[src/rtl/cache_ctrl_fsm_pkg.sv]
// Shared definitions for the direct-mapped write-back cache controller.
// The state encoding is also used by the cache_line array wrapper.
package cache_ctrl_fsm_pkg;

  typedef enum logic [2:0] {
    StIdle,
    StLookup,
    StRdResp,
    StDone,
    StWbRead,
    StWbMem,
    StFillMem,
    StFillWr
  } cache_state_e;

  localparam int unsigned DefAddrW  = 32;
  localparam int unsigned DefIndexW = 4;
  localparam int unsigned DefTagW   = DefAddrW - DefIndexW;
  localparam int unsigned DefWordW  = 8;
  localparam int unsigned DefStatW  = 16;

endpackage

[src/rtl/cache_ctrl_fsm_tag_shadow.sv]
// Shadow tag store: one tag per cache line, one write port, one async read port.
// Lets the controller rebuild the victim address without reading tags from the array.
module cache_ctrl_fsm_tag_shadow #(
  parameter int unsigned INDEX_SIZE = 4,
  parameter int unsigned TAG_SIZE   = 28
) (
  input  logic                  clk,
  input  logic                  rst_b,
  input  logic                  we,
  input  logic [INDEX_SIZE-1:0] waddr,
  input  logic [TAG_SIZE-1:0]   wdata,
  input  logic [INDEX_SIZE-1:0] raddr,
  output logic [TAG_SIZE-1:0]   rdata
);

  localparam int unsigned NumLines = 2 ** INDEX_SIZE;

  logic [TAG_SIZE-1:0] tag_q [NumLines];
  logic [TAG_SIZE-1:0] tag_d [NumLines];

  always_comb begin
    tag_d = tag_q;
    if (we) begin
      tag_d[waddr] = wdata;
    end
  end

  always_ff @(posedge clk or negedge rst_b) begin
    if (!rst_b) begin
      for (int i = 0; i < NumLines; i++) begin
        tag_q[i] <= '0;
      end
    end else begin
      tag_q <= tag_d;
    end
  end

  assign rdata = tag_q[raddr];

endmodule

[src/rtl/cache_ctrl_fsm.sv]
// Direct-mapped, write-back, write-allocate cache controller sitting in front of
// the cache_line array: lookup, victim writeback, fill and replay, plus statistics.
module cache_ctrl_fsm
  import cache_ctrl_fsm_pkg::*;
#(
  parameter int unsigned ADDRESS_WORD_SIZE = DefAddrW,
  parameter int unsigned INDEX_SIZE        = DefIndexW,
  parameter int unsigned TAG_SIZE          = DefTagW,
  parameter int unsigned WORD_SIZE         = DefWordW,
  parameter int unsigned STAT_W            = DefStatW
) (
  input  logic                         clk,
  input  logic                         rst_b,
  input  logic                         cpu_req,
  input  logic                         cpu_we,
  input  logic [ADDRESS_WORD_SIZE-1:0] cpu_addr,
  input  logic [WORD_SIZE-1:0]         cpu_wdata,
  output logic                         cpu_ready,
  output logic [WORD_SIZE-1:0]         cpu_rdata,
  output logic                         cpu_busy,
  output logic [INDEX_SIZE-1:0]        line_sel,
  output logic [ADDRESS_WORD_SIZE-1:0] arr_addr,
  output logic                         try_read,
  output logic                         try_write,
  output logic                         cache_write,
  output logic [WORD_SIZE-1:0]         arr_wdata,
  input  logic                         line_hit,
  input  logic                         line_valid,
  input  logic                         line_dirty,
  input  logic [WORD_SIZE-1:0]         line_data,
  output logic                         mem_req,
  output logic                         mem_we,
  output logic [ADDRESS_WORD_SIZE-1:0] mem_addr,
  output logic [WORD_SIZE-1:0]         mem_wdata,
  input  logic [WORD_SIZE-1:0]         mem_rdata,
  input  logic                         mem_ack,
  output logic [STAT_W-1:0]            stat_hits,
  output logic [STAT_W-1:0]            stat_misses,
  output logic [STAT_W-1:0]            stat_wbs
);

  if (TAG_SIZE != ADDRESS_WORD_SIZE - INDEX_SIZE) begin : g_bad_tag_size
    $error("TAG_SIZE must equal ADDRESS_WORD_SIZE - INDEX_SIZE");
  end

  localparam logic [STAT_W-1:0] StatOne = STAT_W'(1);

  function automatic logic [STAT_W-1:0] sat_inc(input logic [STAT_W-1:0] v);
    return (&v) ? v : v + StatOne;
  endfunction

  cache_state_e                 state_q, state_d;
  logic                         we_q, we_d;
  logic [ADDRESS_WORD_SIZE-1:0] addr_q, addr_d;
  logic [WORD_SIZE-1:0]         wdata_q, wdata_d;
  logic                         replay_q, replay_d;
  logic [WORD_SIZE-1:0]         fill_q, fill_d;
  logic [WORD_SIZE-1:0]         wb_data_q, wb_data_d;
  logic                         wb_first_q, wb_first_d;
  logic [WORD_SIZE-1:0]         rdata_q, rdata_d;
  logic [STAT_W-1:0]            hits_q, hits_d;
  logic [STAT_W-1:0]            misses_q, misses_d;
  logic [STAT_W-1:0]            wbs_q, wbs_d;

  logic [INDEX_SIZE-1:0]        idx;
  logic [TAG_SIZE-1:0]          req_tag;
  logic [TAG_SIZE-1:0]          victim_tag;
  logic [ADDRESS_WORD_SIZE-1:0] victim_addr;
  logic                         shadow_we;

  assign idx         = addr_q[INDEX_SIZE-1:0];
  assign req_tag     = addr_q[ADDRESS_WORD_SIZE-1:INDEX_SIZE];
  assign victim_addr = {victim_tag, idx};
  assign line_sel    = idx;
  assign cpu_busy    = (state_q != StIdle);

  cache_ctrl_fsm_tag_shadow #(
    .INDEX_SIZE(INDEX_SIZE),
    .TAG_SIZE  (TAG_SIZE)
  ) u_tag_shadow (
    .clk  (clk),
    .rst_b(rst_b),
    .we   (shadow_we),
    .waddr(idx),
    .wdata(req_tag),
    .raddr(idx),
    .rdata(victim_tag)
  );

  always_comb begin
    state_d     = state_q;
    we_d        = we_q;
    addr_d      = addr_q;
    wdata_d     = wdata_q;
    replay_d    = replay_q;
    fill_d      = fill_q;
    wb_data_d   = wb_data_q;
    wb_first_d  = wb_first_q;
    rdata_d     = rdata_q;
    hits_d      = hits_q;
    misses_d    = misses_q;
    wbs_d       = wbs_q;
    cpu_ready   = 1'b0;
    cpu_rdata   = rdata_q;
    arr_addr    = addr_q;
    arr_wdata   = '0;
    try_read    = 1'b0;
    try_write   = 1'b0;
    cache_write = 1'b0;
    mem_req     = 1'b0;
    mem_we      = 1'b0;
    mem_addr    = '0;
    mem_wdata   = '0;
    shadow_we   = 1'b0;

    unique case (state_q)
      StIdle: begin
        replay_d = 1'b0;
        if (cpu_req) begin
          we_d    = cpu_we;
          addr_d  = cpu_addr;
          wdata_d = cpu_wdata;
          state_d = StLookup;
        end
      end
      StLookup: begin
        arr_wdata = wdata_q;
        if (line_hit) begin
          if (!replay_q) hits_d = sat_inc(hits_q);
          if (we_q) begin
            try_write = 1'b1;
            state_d   = StDone;
          end else begin
            try_read = 1'b1;
            state_d  = StRdResp;
          end
        end else begin
          if (!replay_q) misses_d = sat_inc(misses_q);
          if (line_valid && line_dirty) begin
            state_d = StWbRead;
          end else begin
            state_d = we_q ? StFillWr : StFillMem;
          end
        end
      end
      StRdResp: begin
        cpu_ready = 1'b1;
        cpu_rdata = line_data;
        rdata_d   = line_data;
        state_d   = StIdle;
      end
      StDone: begin
        cpu_ready = 1'b1;
        state_d   = StIdle;
      end
      StWbRead: begin
        arr_addr   = victim_addr;
        try_read   = 1'b1;
        wb_first_d = 1'b1;
        state_d    = StWbMem;
      end
      StWbMem: begin
        mem_req    = 1'b1;
        mem_we     = 1'b1;
        mem_addr   = victim_addr;
        // Victim word arrives one cycle after the WB_READ strobe; hold it from then on.
        mem_wdata  = wb_first_q ? line_data : wb_data_q;
        wb_data_d  = mem_wdata;
        wb_first_d = 1'b0;
        if (mem_ack) begin
          wbs_d   = sat_inc(wbs_q);
          state_d = we_q ? StFillWr : StFillMem;
        end
      end
      StFillMem: begin
        mem_req  = 1'b1;
        mem_addr = addr_q;
        if (mem_ack) begin
          fill_d  = mem_rdata;
          state_d = StFillWr;
        end
      end
      StFillWr: begin
        cache_write = 1'b1;
        arr_wdata   = we_q ? wdata_q : fill_q;
        shadow_we   = 1'b1;
        replay_d    = 1'b1;
        state_d     = StLookup;
      end
      default: state_d = StIdle;
    endcase
  end

  always_ff @(posedge clk or negedge rst_b) begin
    if (!rst_b) begin
      state_q    <= StIdle;
      we_q       <= 1'b0;
      addr_q     <= '0;
      wdata_q    <= '0;
      replay_q   <= 1'b0;
      fill_q     <= '0;
      wb_data_q  <= '0;
      wb_first_q <= 1'b0;
      rdata_q    <= '0;
      hits_q     <= '0;
      misses_q   <= '0;
      wbs_q      <= '0;
    end else begin
      state_q    <= state_d;
      we_q       <= we_d;
      addr_q     <= addr_d;
      wdata_q    <= wdata_d;
      replay_q   <= replay_d;
      fill_q     <= fill_d;
      wb_data_q  <= wb_data_d;
      wb_first_q <= wb_first_d;
      rdata_q    <= rdata_d;
      hits_q     <= hits_d;
      misses_q   <= misses_d;
      wbs_q      <= wbs_d;
    end
  end

  assign stat_hits   = hits_q;
  assign stat_misses = misses_q;
  assign stat_wbs    = wbs_q;

endmodule

[config.mk]
export PLATFORM = sky130hd
export DESIGN_NAME = cache_ctrl_fsm
export DESIGN_NICKNAME = d
export VERILOG_FILES = /design/src/rtl/cache_ctrl_fsm_pkg.sv /design/src/rtl/cache_ctrl_fsm_tag_shadow.sv /design/src/rtl/cache_ctrl_fsm.sv
export SDC_FILE = /design/constraint.sdc
export NUM_CORES = 1
export LEC_CHECK = 0
export BUFFER_PORTS_ARGS = -buffer_cell sky130_fd_sc_hd__buf_2
export CAP_MARGIN = 0
export CORE_UTILIZATION = 28
export DETAILED_ROUTE_END_ITERATION = 16
export HOLD_SLACK_MARGIN = 0.15
export PLACE_DENSITY = 0.45
export SLEW_MARGIN = 20
export SYNTH_ARGS = -nofsm -noshare
export SYNTH_HDL_FRONTEND = slang
export SYNTH_SLANG_ARGS = --single-unit
[constraint.sdc]
create_clock -name clk -period 4.5 [get_ports clk]
set_clock_uncertainty 0.1 [all_clocks]
set_input_delay 0.225 -clock clk [delete_from_list [all_inputs] [get_ports clk]]
set_output_delay 0.225 -clock clk [all_outputs]
set_load 0.01 [all_outputs]
==> key figures, run 1 <==
Detailed routing
  • WL/cell: approximately 23 microns
  • Post-DR vias/cell: about 5.0
  • Routed Wire Length: between 80000 and 90000 microns
  • Initial DRC Count: between 1000 and 1500
  • Drt pass-1 iters: 7
  • Number of remaining DRC errors: 0
  • Vias: between 15000 and 20000
  • Post-route ant nets: 0

Pwr
  • Pwr dens: 670 nW/um^2
  • Sequential power share: 0.396
  • Leakage: between 15 and 20 nW
  • NetSw: approximately 8.1 mW
  • Gate power share: 0.349
  • Switching portion of total power: 0.368
  • Clock Power Share: 0.255
  • P_int: between 10 and 15 mW
  • Worst vdd ir: about 0.00029 V

Timing
  • Final cycle utilization of the critical path: 0.875
  • Max Slew Vio Count: 0
  • Setup violations, final: 0
  • RSZ-0062 raised after global routing: no
  • Final hold violations: 0
  • Fin crit period: approximately 3.9 ns
  • Slew of the pin with the lowest slew margin: about 1.1 ns
  • Fmax: ~250 MHz
  • Setup TNS: 0 ns
  • Slew headroom: 0.246
  • Final worst-path setup slack: 0.564 ns

Clocking
  • Clk buf depth: 3
  • Total CTS buffers: 68
  • Clock slew at reported path FFs: approximately 0.06 ns
  • Clk root buf: clkbuf_16
  • Post_cts resized: 0
  • CTS tree: done
  • # H-tree levels: 3
  • Clk Latency, worst-skew pair: ~0.61 ns
  • Clk sink count: 566

Critical path
  • CP Launch Type: flop
  • CP Max Fanout: slightly above 50
  • Crit-path cells: and2_1 > a22oi_1 > nand3_1 > o311ai_0 > buf_2
  • Maximum cell stage delay along the critical path: around 0.95 ns
  • Setup CP Type: flop to output pin
  • Worst path slowest cell: dfrtp_4
  • WP data required: around 4.2 ns
  • Crit path DAT: roughly 3.6 ns
  • CP endpoint kind: output pin

Placed design
  • IO Port Bufs: 210
  • Dpl cells: 3440
  • GP Congestion: between 0.7 and 0.8
  • Post-Place Cell Area: slightly below 30000 sq um
  • HPWL after DPL: about 50000 microns
  • Worst slack, placed: ~1.2 ns

Layout
  • Fill count: between 9000 and 10000
  • Layout cells sized above 1: 0.415
  • Synthesis-to-finish area growth: 19.7%
  • Cell area after layout: approximately 33000 sq um
  • Final core utilization: 0.338
  • Post-layout nets: 2364
  • Antenna diodes: 0
  • Fin cells: 3620

Logic synthesis
  • Syn Inst Count: approximately 2100
  • Syn_area_per_cell: 13.0 sq um
  • Top cells by area, synth: dfrtp_1 52%, mux2_2 21%, mux2i_1 5.8%, mux4_2 4.6%, nand2_1 1.6%
  • Sequential share of the synthesized area: 0.519
  • Largest area contributor in the netlist: dfrtp_1
  • YS warnings: 0
  • Net count after synthesis: 2162
  • Yosys reg bits: ~570
  • Synth top cells by count: 566 x dfrtp_1, 515 x mux2_2, 157 x mux2i_1
  • Main synth FF type: dfrtp_1
  • Synth cell types: 50
  • Post-synth ARST share: 1.00
  • Cell with the most instances after synthesis: dfrtp_1
  • Mapped cell area: between 20000 and 30000 sq um
  • Area share of the largest cell type after synthesis: 0.519
  • Number of synthesized flops with an enable pin: 0

Floorplan
  • Std-Cell Rows: about 110
  • Overall die area: 98800 sq um
  • I/O Pins: 211
  • Chip Width: 314 microns
  • Initial Util: 0.282
  • Die height: roughly 310 microns
  • Core area: roughly 97000 sq um

Global routing
  • First-pass GRT wire length: between 100000 and 150000 microns
  • Global route total overflow: 0
  • Pin count of the biggest net entering global routing: between 100 and 150
  • Total track usage: 0.166
  • Vias in the first global route: between 15000 and 20000
  • Initial antenna violation count: 0

Hold path
  • Min-delay worst type: primary input to async pin

Outcome
  • Outcome: completed

Run
  • Max Cap Violations: 0
metal layers:
layer | track usage | vias up | routed length [microns]
li1 | - | 8089 | -
met1 | 0.227 | 9629 | 37700
met2 | 0.270 | 433 | 38600
met3 | 0.0221 | 121 | 3240
met4 | 0.0538 | 0 | 2040
met5 | 0 | - | 0
registers in the layout, indices dropped and copies added, names as in the netlist:
register / cells
addr_q: 32
fill_q: 8
rdata_q: 8
replay_q: 1
stat_hits: 16
stat_misses: 16
stat_wbs: 16
state_q: 3
u_tag_shadow.tag_q: 448
wb_data_q: 8
wb_first_q: 1
wdata_q: 8
we_q: 1
per-stage QoR:
stage               hold WS (ns)  power, mW
global route               0.256       23.3
CTS                        0.213       22.2
floorplan                 -0.171       13.4
global placement           0.279       16.2
detailed placement         0.281       16.4
finish                     0.187       21.9
worst max-delay path: cells and delay by family, from the launching register on:
family / cells / cell delay (ns)
buffers and inverters: 1 / 0.28
AO/OA/AOI/OAI: 2 / 0.58
flip-flops: 1 / 0.95
AND/OR/NAND/NOR: 2 / 1.09
power by group through the flow:
stage	clock network (mW)	registers, mW	logic (mW)
after floorplan	0	7.46	5.99
after global placement	0	8.64	7.57
after global routing	5.99	8.98	8.29
final	5.59	8.68	7.65
after detailed placement	0	8.76	7.67
after CTS	5.79	8.68	7.75
placed cells by master, fill, tap and decap left out, drive strengths merged, types with 2 or more instances in the layout:
cell type,instances
a21oi,11
a22oi,56
a32oi,28
and2,7
and3,9
and4,3
buf,259
bufinv,3
clkbuf,101
clkinv,11
clkinvlp,2
dfrtp,566
dlygate4sd3,63
ha,3
inv,12
mux2,516
mux2i,157
mux4,56
nand2,116
nand2b,60
nand3,77
nand3b,3
nand4,14
nor2,47
nor2b,4
nor3,17
nor3b,4
nor4,14
nor4b,3
o211ai,32
o21ai,7
o311ai,28
or3,2
or3b,3
or4,2
xnor2,19
xor2,23
final cells by class:
class	instances	area (sq um)	area share
flip-flops and latches	566	14200	0.434
multi-input cells	1327	12400	0.380
repair buffers	322	2180	0.0668
clock buffers	101	2100	0.0643
well taps	1276	1600	0.0488
clock inverters	16	168	0.00513
inverters	12	45.0	0.00138
worst paths after layout:
path / startpoint / end / slack [ns] / cells after the start
setup reg to reg: state_q[2] / u_tag_shadow.tag_q[270] / 1.19 / 6
hold reg to reg: stat_hits[10] / stat_hits[10] / 0.39 / 1
hold / removal: rst_b / stat_hits[14] / 0.19 / 2
max in group asynchronous: rst_b / u_tag_shadow.tag_q[263] / 2.92 / 3
setup / recovery: addr_q[1] / arr_addr[13] / 0.56 / 5
min in group clk: cpu_wdata[0] / wdata_q[0] / 0.29 / 3
cells by family after synthesis:
logic type / synth area share
multiplexers: 0.317
flip-flops: 0.519
XOR/XNOR: 0.0135
buffers and inverters: 0.0312
adder cells (fa/ha/maj): 0.00137
AND/OR/NAND/NOR: 0.0721
AO/OA/AOI/OAI: 0.0467
timing repair:
| action | in CTS | in global routing |
|---|---|---|
| setup buffers | 0 | 0 |
| hold buffers | 63 | 0 |
| hold endpoints to repair | 190 | 0 |
Note: power is estimated with default switching activity, not from simulation.
==> inputs of run 2 (changes only) <==
RECOVER_POWER = 50   (was not set)
SYNTH_HIERARCHICAL = 1   (was not set)
==> run 2 against run 1 <==
Effect of this change:
- the run now ends with max-capacitance violations, max-slew violations left
- worst hold slack got worse by 0.00099 ns
- register-to-register slack got worse by 0.34 ns
- sequential cell count unchanged
- critical path depth increased by 1
- first-iteration DRC count decreased by 35%
- design area decreased by 3.2%
- worst setup slack improved by 0.19 ns
- highest routed layer unchanged
- total power decreased by 1.3%
==> key figures, run 2 <==
Detailed routing
  • WL/cell: 21.8 microns (-3.2%)
  • Vias: 16100 (-12%)
  • Post-DR vias/cell: 4.87 (-3.6%)
  • Number of remaining DRC errors: 0 (unchanged)
  • Initial DRC Count: 690 (-35%)
  • Routed Wire Length: 72300 microns (-11%)
  • Drt pass-1 iters: 7 (unchanged)
  • Post-route ant nets: 0 (unchanged)

Logic synthesis
  • Syn Inst Count: 1769 (-16%)
  • Main synth FF type: dfrtp_1
  • Yosys reg bits: 566 (unchanged)
  • Mapped cell area: 26300 sq um (-3.8%)
  • Sequential share of the synthesized area: 0.539 (+0.0206)
  • Synth cell types: 55 (+10%)
  • Synth top cells by count: 566 x dfrtp_1, 541 x mux2_2, 112 x mux4_2
  • Top cells by area, synth: dfrtp_1 54%, mux2_2 23%, mux4_2 9.6%, a22oi_1 1.6%, xor2_1 1.0%
  • Largest area contributor in the netlist: dfrtp_1
  • Post-synth ARST share: 1.00 (unchanged)
  • Net count after synthesis: 1836 (-15%)
  • YS warnings: 6 (+6)
  • Syn_area_per_cell: 14.9 sq um (+14%)
  • Cell with the most instances after synthesis: dfrtp_1
  • Number of synthesized flops with an enable pin: 0 (unchanged)
  • Area share of the largest cell type after synthesis: 0.539 (+0.0206)

Global routing
  • First-pass GRT wire length: 112000 microns (-9.5%)
  • Vias in the first global route: 17700 (-7.2%)
  • Total track usage: 0.156 (-0.00984)
  • Initial antenna violation count: 0 (unchanged)
  • Global route total overflow: 0 (unchanged)
  • Pin count of the biggest net entering global routing: 118 (+2.6%)

Floorplan
  • Overall die area: 95100 sq um (-3.8%)
  • Initial Util: 0.284 (+0.00203)
  • Core area: 92400 sq um (-4.5%)
  • Die height: 308 microns (-1.9%)
  • Chip Width: 308 microns (-1.9%)
  • Std-Cell Rows: 111 (-2.6%)
  • I/O Pins: 211 (unchanged)

Layout
  • Layout cells sized above 1: 0.471 (+0.0561)
  • Post-layout nets: 2090 (-12%)
  • Biggest register: u_tag_shadow/tag_q
  • Synthesis-to-finish area growth: 20.5%
  • Most frequent cells in the layout: 564 x dfrtp_1, 536 x mux2_2, 151 x buf_2
  • Register area: 14200 sq um (about the same)
  • Area of the multi-input gates: 11400 sq um (-8.3%)
  • Cell area after layout: 31600 sq um (-3.2%)
  • Largest register FFs: 448 (unchanged)
  • Biggest regs: u_tag_shadow/tag_q x448, addr_q x32
  • Antenna diodes: 0 (unchanged)
  • Fill count: 9072 (-5.1%)
  • Commonest non-fill, non-tap cell in the layout: dfrtp_1

Outcome
  • Outcome: finished, violations left
  • Failing checks: max-capacitance violations, max-slew violations

Hold path
  • Worst Hold Depth: 4
  • Hold EP: addr_q[6]
  • HP Start: cpu_req
  • Min-delay worst type: primary input to flop

Pwr
  • Switching portion of total power: 0.333 (-0.0344)
  • NetSw: 7.21 mW (-11%)
  • Gate power share: 0.321 (-0.028)
  • Sequential power share: 0.414 (+0.018)
  • Worst vdd ir: 0.000368 V (+26%)
  • Clock Power Share: 0.264 (+0.009)
  • P_int: 14.4 mW (+4.0%)
  • Pwr dens: 683 nW/um^2 (+1.9%)
  • Leakage: 14.6 nW (-4.4%)

Run
  • Max Cap Violations: 1 (+1)

Critical path
  • CP Launch Type: flop
  • Crit path DAT: 3.42 ns (-0.19 ns)
  • CP endpoint kind: output pin
  • Crit-path cells: clkbuf_1 > nand3b_1 > clkinv_1 > buf_4 > a22o_1 > buf_2
  • Maximum cell stage delay along the critical path: 0.71 ns (-0.24 ns)
  • Cell depth of the worst flop-to-flop path: 6 (unchanged)
  • Internal reg-to-reg setup slack: 0.85 ns (-0.34 ns)
  • CP Max Fanout: 29 (-43%)
  • Worst r2r src: state_q[0]
  • Worst path slowest cell: clkbuf_1
  • RR Endpoint: u_tag_shadow/tag_q[365]
  • WP data required: 4.18 ns (about the same)
  • Setup CP Type: flop to output pin

Placed design
  • GP Congestion: 0.770 (-3.3%)
  • HPWL after DPL: 45300 microns (-12%)
  • IO Port Bufs: 210 (unchanged)
  • Post-Place Cell Area: 28800 sq um (-3.3%)

Clocking
  • Number of post-CTS setup repair buffers: 0 (unchanged)
  • Total CTS buffers: 67 (-1.5%)
  • Clk sink count: 566 (unchanged)
  • Clk buf depth: 3 (unchanged)
  • Clk Latency, worst-skew pair: 0.59 ns (-0.02 ns)
  • CTS tree: done
  • # H-tree levels: 3 (unchanged)
  • Clock slew at reported path FFs: 0.06 ns (about the same)
  • Clk root buf: clkbuf_16

Timing
  • Final cycle utilization of the critical path: 0.832 (-0.0430)
  • Final hold violations: 0 (unchanged)
  • Fmax: 267 MHz (+5.2%)
  • RSZ-0062 raised after global routing: no
  • Setup violations, final: 0 (unchanged)
  • Max Slew Vio Count: 31 (+31)
  • Slew headroom: -0.306 (-0.553)
  • Fin crit period: 3.74 ns (-0.194 ns)
  • Slew of the pin with the lowest slew margin: 1.96 ns (+0.843 ns)
  • Setup TNS: 0 ns (unchanged)
-- run 2: cell types whose count changed after synthesis, sizes merged, moves of 17 or more --
| cell | previous run | this run |
|---|---|---|
| a22o | 0 | 29 |
| a32oi | 28 | 0 |
| clkbuf | 99 | 54 |
| mux2 | 516 | 552 |
| mux2i | 157 | 17 |
| mux4 | 56 | 112 |
| nand2 | 116 | 66 |
| nand2b | 60 | 6 |
| nand3 | 77 | 17 |
| o211ai | 32 | 0 |
| o311ai | 28 | 0 |
| xnor2 | 19 | 2 |
-- run 2: what timing repair did --
item / 4_1_cts / 5_1_grt
endpoints found under the hold margin: 178 / 28
hold buffers: 63 / 1
resized for setup: 0 / 0
-- run 2: power groups by stage --
stage	Sequential [mW]	Clock, mW	Combinational, mW
after global routing	9.32	6.12	7.53
after floorplan	7.99	0	5.44
final	8.96	5.72	6.95
after global placement	8.95	0	6.95
after CTS	8.99	5.92	7.15
after detailed placement	9.07	0	7.07
-- run 2: final cells by class --
cell class	instances	area share
clock buffers	102	0.0669
clock inverters	13	0.00688
inverters	11	0.00130
multi-input cells	1056	0.360
flip-flops and latches	566	0.448
well taps	1243	0.0491
repair buffers	321	0.0680
-- run 2: critical path, delay by kind of cell, from the launching register on --
family | cells | cell delay, ns
AOI/OAI and AO/OA | 1 | 0.32
DFF | 1 | 0.32
buffers and inverters | 4 | 1.51
and+or+nand+nor | 1 | 0.61
-- run 2: worst max-delay path by stage --
stage / from / to / slack [ns] / cells past startpoint
2_1_floorplan: addr_q[0] / arr_addr[27] / 2.05 / 7
3_3_place_gp: state_q[2] / u_tag_shadow/tag_q[389] / 1.25 / 5
3_5_place_dp: state_q[2] / u_tag_shadow/tag_q[365] / 1.13 / 5
4_1_cts: addr_q[0] / arr_addr[26] / 0.71 / 6
5_1_grt: rst_b / u_tag_shadow/tag_q[199] / 0.32 / 5
6_report: state_q[0] / mem_addr[17] / 0.76 / 6
-- run 2: kinds of logic after synthesis --
kind of cell / count (synthesis) / synth area share
multiplexers: 681 / 0.339
flip-flops: 566 / 0.539
AND/OR/NAND/NOR: 217 / 0.0468
buffers and inverters: 147 / 0.0279
AO/OA/AOI/OAI: 123 / 0.0350
XOR/XNOR: 32 / 0.0107
adder cells (fa/ha/maj): 3 / 0.00143
-- run 2: layer usage --
| layer | wire length, microns | track usage | part of all wire |
|---|---|---|---|
| met5 | 0 | 0 | 0 |
| met4 | 2010 | 0.0540 | 0.028 |
| met3 | 2220 | 0.0221 | 0.031 |
| met2 | 36100 | 0.262 | 0.50 |
| met1 | 32000 | 0.204 | 0.44 |
-- run 2: per-stage QoR --
step / hold WS (ns) / worst slack, ns / total power, mW / cells / util
after floorplan: -0.171 / 2.05 / 13.4 / 1769 / -
after global placement: 0.308 / 1.25 / 15.9 / 3132 / 0.312
after detailed placement: 0.321 / 1.13 / 16.1 / 3132 / 0.312
after CTS: 0.172 / 0.707 / 22.1 / 3310 / 0.344
after global routing: 0.192 / 0.324 / 23.0 / 3312 / 0.343
final: 0.186 / 0.758 / 21.6 / 3312 / 0.343
==> inputs of run 3 (changes only) <==
ABC_AREA = 1   (was not set)
clock period = 3.7 ns   (was 4.5 ns; I/O delays follow)
==> run 3 against run 2 <==
Effect of this change:
- the flow still finishes with violations (max-capacitance violations, max-slew violations)
- die area increased by 8.8%
- first-iteration DRC count increased to 2.9 times the previous value
- global-route usage increased by 3.8 points
- total power increased by 27%
- cell count increased by 65%
- highest routed layer unchanged
- count of clock-buffer cells in the layout increased by 4
- clock power increased by 21%
==> key figures, run 3 <==
Pwr
  • Pwr dens: 805 nW/um^2 (+18%)
  • Leakage: 16.3 nW (+11%)
  • Worst vdd ir: 0.000346 V (-6.1%)

Clocking
  • Total CTS buffers: 68 (+1.5%)
  • Clk sink count: 566 (unchanged)
  • CTS tree: done
  • Number of post-CTS setup repair buffers: 0 (unchanged)
  • Clock slew at reported path FFs: 0.06 ns (about the same)
  • Clk buf depth: 3 (unchanged)
  • Clk Latency, worst-skew pair: 0.62 ns (+0.03 ns)
  • Clk root buf: clkbuf_16
  • # H-tree levels: 3 (unchanged)

Critical path
  • Setup crit start: addr_q[0]
  • Setup CP Type: flop to output pin
  • Crit path DAT: 3.17 ns (-0.25 ns)
  • Worst r2r src: state_q[1]
  • CP Launch Type: flop
  • CP endpoint kind: output pin
  • CP Max Fanout: 54 (+86%)
  • WP data required: 3.41 ns (-0.77 ns)

Layout
  • Final core utilization: 0.340 (-0.00286)
  • Antenna diodes: 0 (unchanged)
  • Commonest non-fill, non-tap cell in the layout: nand2_1
  • Most frequent cells in the layout: 1339 x nand2_1, 563 x dfrtp_1, 495 x inv_1
  • Biggest register: u_tag_shadow/tag_q
  • Synthesis-to-finish area growth: 19.7%
  • Post-layout nets: 4130 (+98%)
  • Cell area after layout: 34200 sq um (+8.2%)
  • Largest register FFs: 448 (unchanged)
  • Biggest regs: u_tag_shadow/tag_q x448, addr_q x32
  • Fill count: 11000 (+21%)
  • Layout cells sized above 1: 0.0943 (-0.377)

Run
  • Max Cap Violations: 8 (+7)

Timing
  • Fmax: slightly below 300 MHz
  • Smallest hold slack: 0.278 ns (+0.0922 ns)
  • Final hold violations: 0 (unchanged)
  • Setup TNS: 0 ns (unchanged)
  • RSZ-0062 raised after global routing: no
  • Max Slew Vio Count: 506 (+1500%)
  • Fin crit period: between 3 and 4 ns
  • Slew headroom: -0.630 (-0.323)
  • Slew of the pin with the lowest slew margin: 2.44 ns (+0.485 ns)
  • Setup violations, final: 0 (unchanged)
  • Final cycle utilization of the critical path: 0.933

Logic synthesis
  • Number of synthesized flops with an enable pin: 0 (unchanged)
  • YS warnings: 6 (unchanged)
  • Mapped cell area: 28600 sq um (+8.9%)
  • Largest area contributor in the netlist: dfrtp_1
  • Syn_area_per_cell: 7.42 sq um (-50%)
  • Area share of the largest cell type after synthesis: 0.495 (-0.0440)
  • Synth top cells by count: 1341 x nand2_1, 566 x dfrtp_1, 496 x inv_1
  • Post-synth ARST share: 1.00 (unchanged)
  • Synth cell types: 34 (-38%)
  • Sequential share of the synthesized area: 0.495 (-0.0440)
  • Main synth FF type: dfrtp_1
  • Syn Inst Count: 3855 (+120%)
  • Top cells by area, synth: dfrtp_1 50%, nand2_1 18%, nand3_1 8.1%, o21ai_0 7.7%, inv_1 6.5%
  • Cell with the most instances after synthesis: nand2_1
  • Net count after synthesis: 3922 (+110%)
  • Yosys reg bits: 566 (unchanged)

Outcome
  • Failing checks: max-capacitance violations, max-slew violations
  • Outcome: finished, violations left

Floorplan
  • Chip Width: 322 microns (+4.3%)
  • Overall die area: 103000 sq um (+8.8%)
  • I/O Pins: 211 (unchanged)
  • Die height: 322 microns (+4.3%)
  • Initial Util: 0.284 (-0.000467)
  • Core area: 101000 sq um (+9.1%)
  • Std-Cell Rows: 116 (+4.5%)

Hold path
  • HP Start: line_data[6]
  • Min-delay worst type: primary input to flop

Detailed routing
  • Routed Wire Length: 99900 microns (+38%)
  • Post-DR vias/cell: 4.62 (-5.0%)
  • Initial DRC Count: 2025 (+190%)
  • Drt pass-1 iters: 6 (-1)
  • Number of remaining DRC errors: 0 (unchanged)
  • Vias: 25300 (+57%)
  • WL/cell: 18.3 microns (-16%)
  • Post-route ant nets: 0 (unchanged)

Global routing
  • First-pass GRT wire length: 153000 microns (+37%)
  • Pin count of the biggest net entering global routing: 94 (-20%)
  • Vias in the first global route: 24300 (+37%)
  • Initial antenna violation count: 0 (unchanged)
  • Total track usage: 0.194 (+0.0379)
  • Global route total overflow: 0 (unchanged)

Placed design
  • GP Congestion: 0.813 (+5.6%)
  • Post-Place Cell Area: 30900 sq um (+7.4%)
  • HPWL after DPL: 63000 microns (+39%)
  • IO Port Bufs: 210 (unchanged)
-- run 3: worst paths after layout --
path	slack, ns	to	depth (start not counted)
max in group asynchronous	0.82	stat_misses[10]	3
hold / removal	0.28	rdata_q[6]	3
hold reg to reg	0.37	fill_q[5]	2
setup reg to reg	0.56	addr_q[18]	7
min in group asynchronous	0.76	u_tag_shadow/tag_q[407]	3
setup / recovery	0.25	arr_addr[20]	11
-- run 3: cell type report --
type / instances / area, sq um / area share
Clock inverter: 14 / 221 / 0.00647
Multi-Input combinational cell: 2519 / 11200 / 0.327
Tap cell: 1357 / 1700 / 0.0496
Timing Repair Buffer: 403 / 2990 / 0.0874
Clock buffer: 106 / 2070 / 0.0604
Sequential cell: 566 / 14200 / 0.414
Inverter: 505 / 1900 / 0.0556
-- run 3: stage by stage --
step	power [mW]	instances	worst slack (ns)
after floorplan	16.3	3855	1.74
after global placement	20.7	5229	0.907
after detailed placement	20.7	5229	0.906
after CTS	28.0	5470	0.231
after global routing	29.6	5470	0.141
final	27.6	5470	0.249
-- run 3: report_power, final --
group	switching (mW)	leakage, nW	internal [mW]
clock network	2.83	1.12	4.08
logic	7.37	7.50	3.49
registers	1.54	7.67	8.27
total	11.7	16.3	15.8
-- run 3: routing by layer --
metal  share of wire  vias to the layer above  GRT usage  wire (microns)
met5               0                        -          0               0
met4           0.035                        0     0.0694            3490
met3           0.035                      145     0.0213            3460
met2            0.47                      528      0.315           46900
met1            0.46                    12200      0.265           46100
li1                -                    12400          -               -
-- run 3: kinds of logic (layout without fill, tap and decap cells) --
group                    Yosys count  after routing  synth area share
AND/OR/NAND/NOR                 1931           1931             0.279
buffers and inverters            770           1028             0.117
flip-flops                       566            566             0.495
multiplexers                       8              8           0.00315
XOR/XNOR                          19             19           0.00582
adder cells (fa/ha/maj)            3              3           0.00131
AO/OA/AOI/OAI                    558            558            0.0989
-- run 3: worst max-delay path, stage by stage, from the launching register on --
cell,delay [ns]
dfrtp_4,0.61
inv_6,0.42
buf_12,0.27
nand2_1,0.08
nand2_1,0.06
nand2_1,0.05
nand3_1,0.06
nand3_1,0.06
nand2_1,0.07
inv_1,0.12
o21ai_0,0.44
buf_2,0.22
-- run 3: repair_timing --
action,CTS,global route
hold buffers,121,0
resized for setup,0,0
hold endpoints to repair,601,0
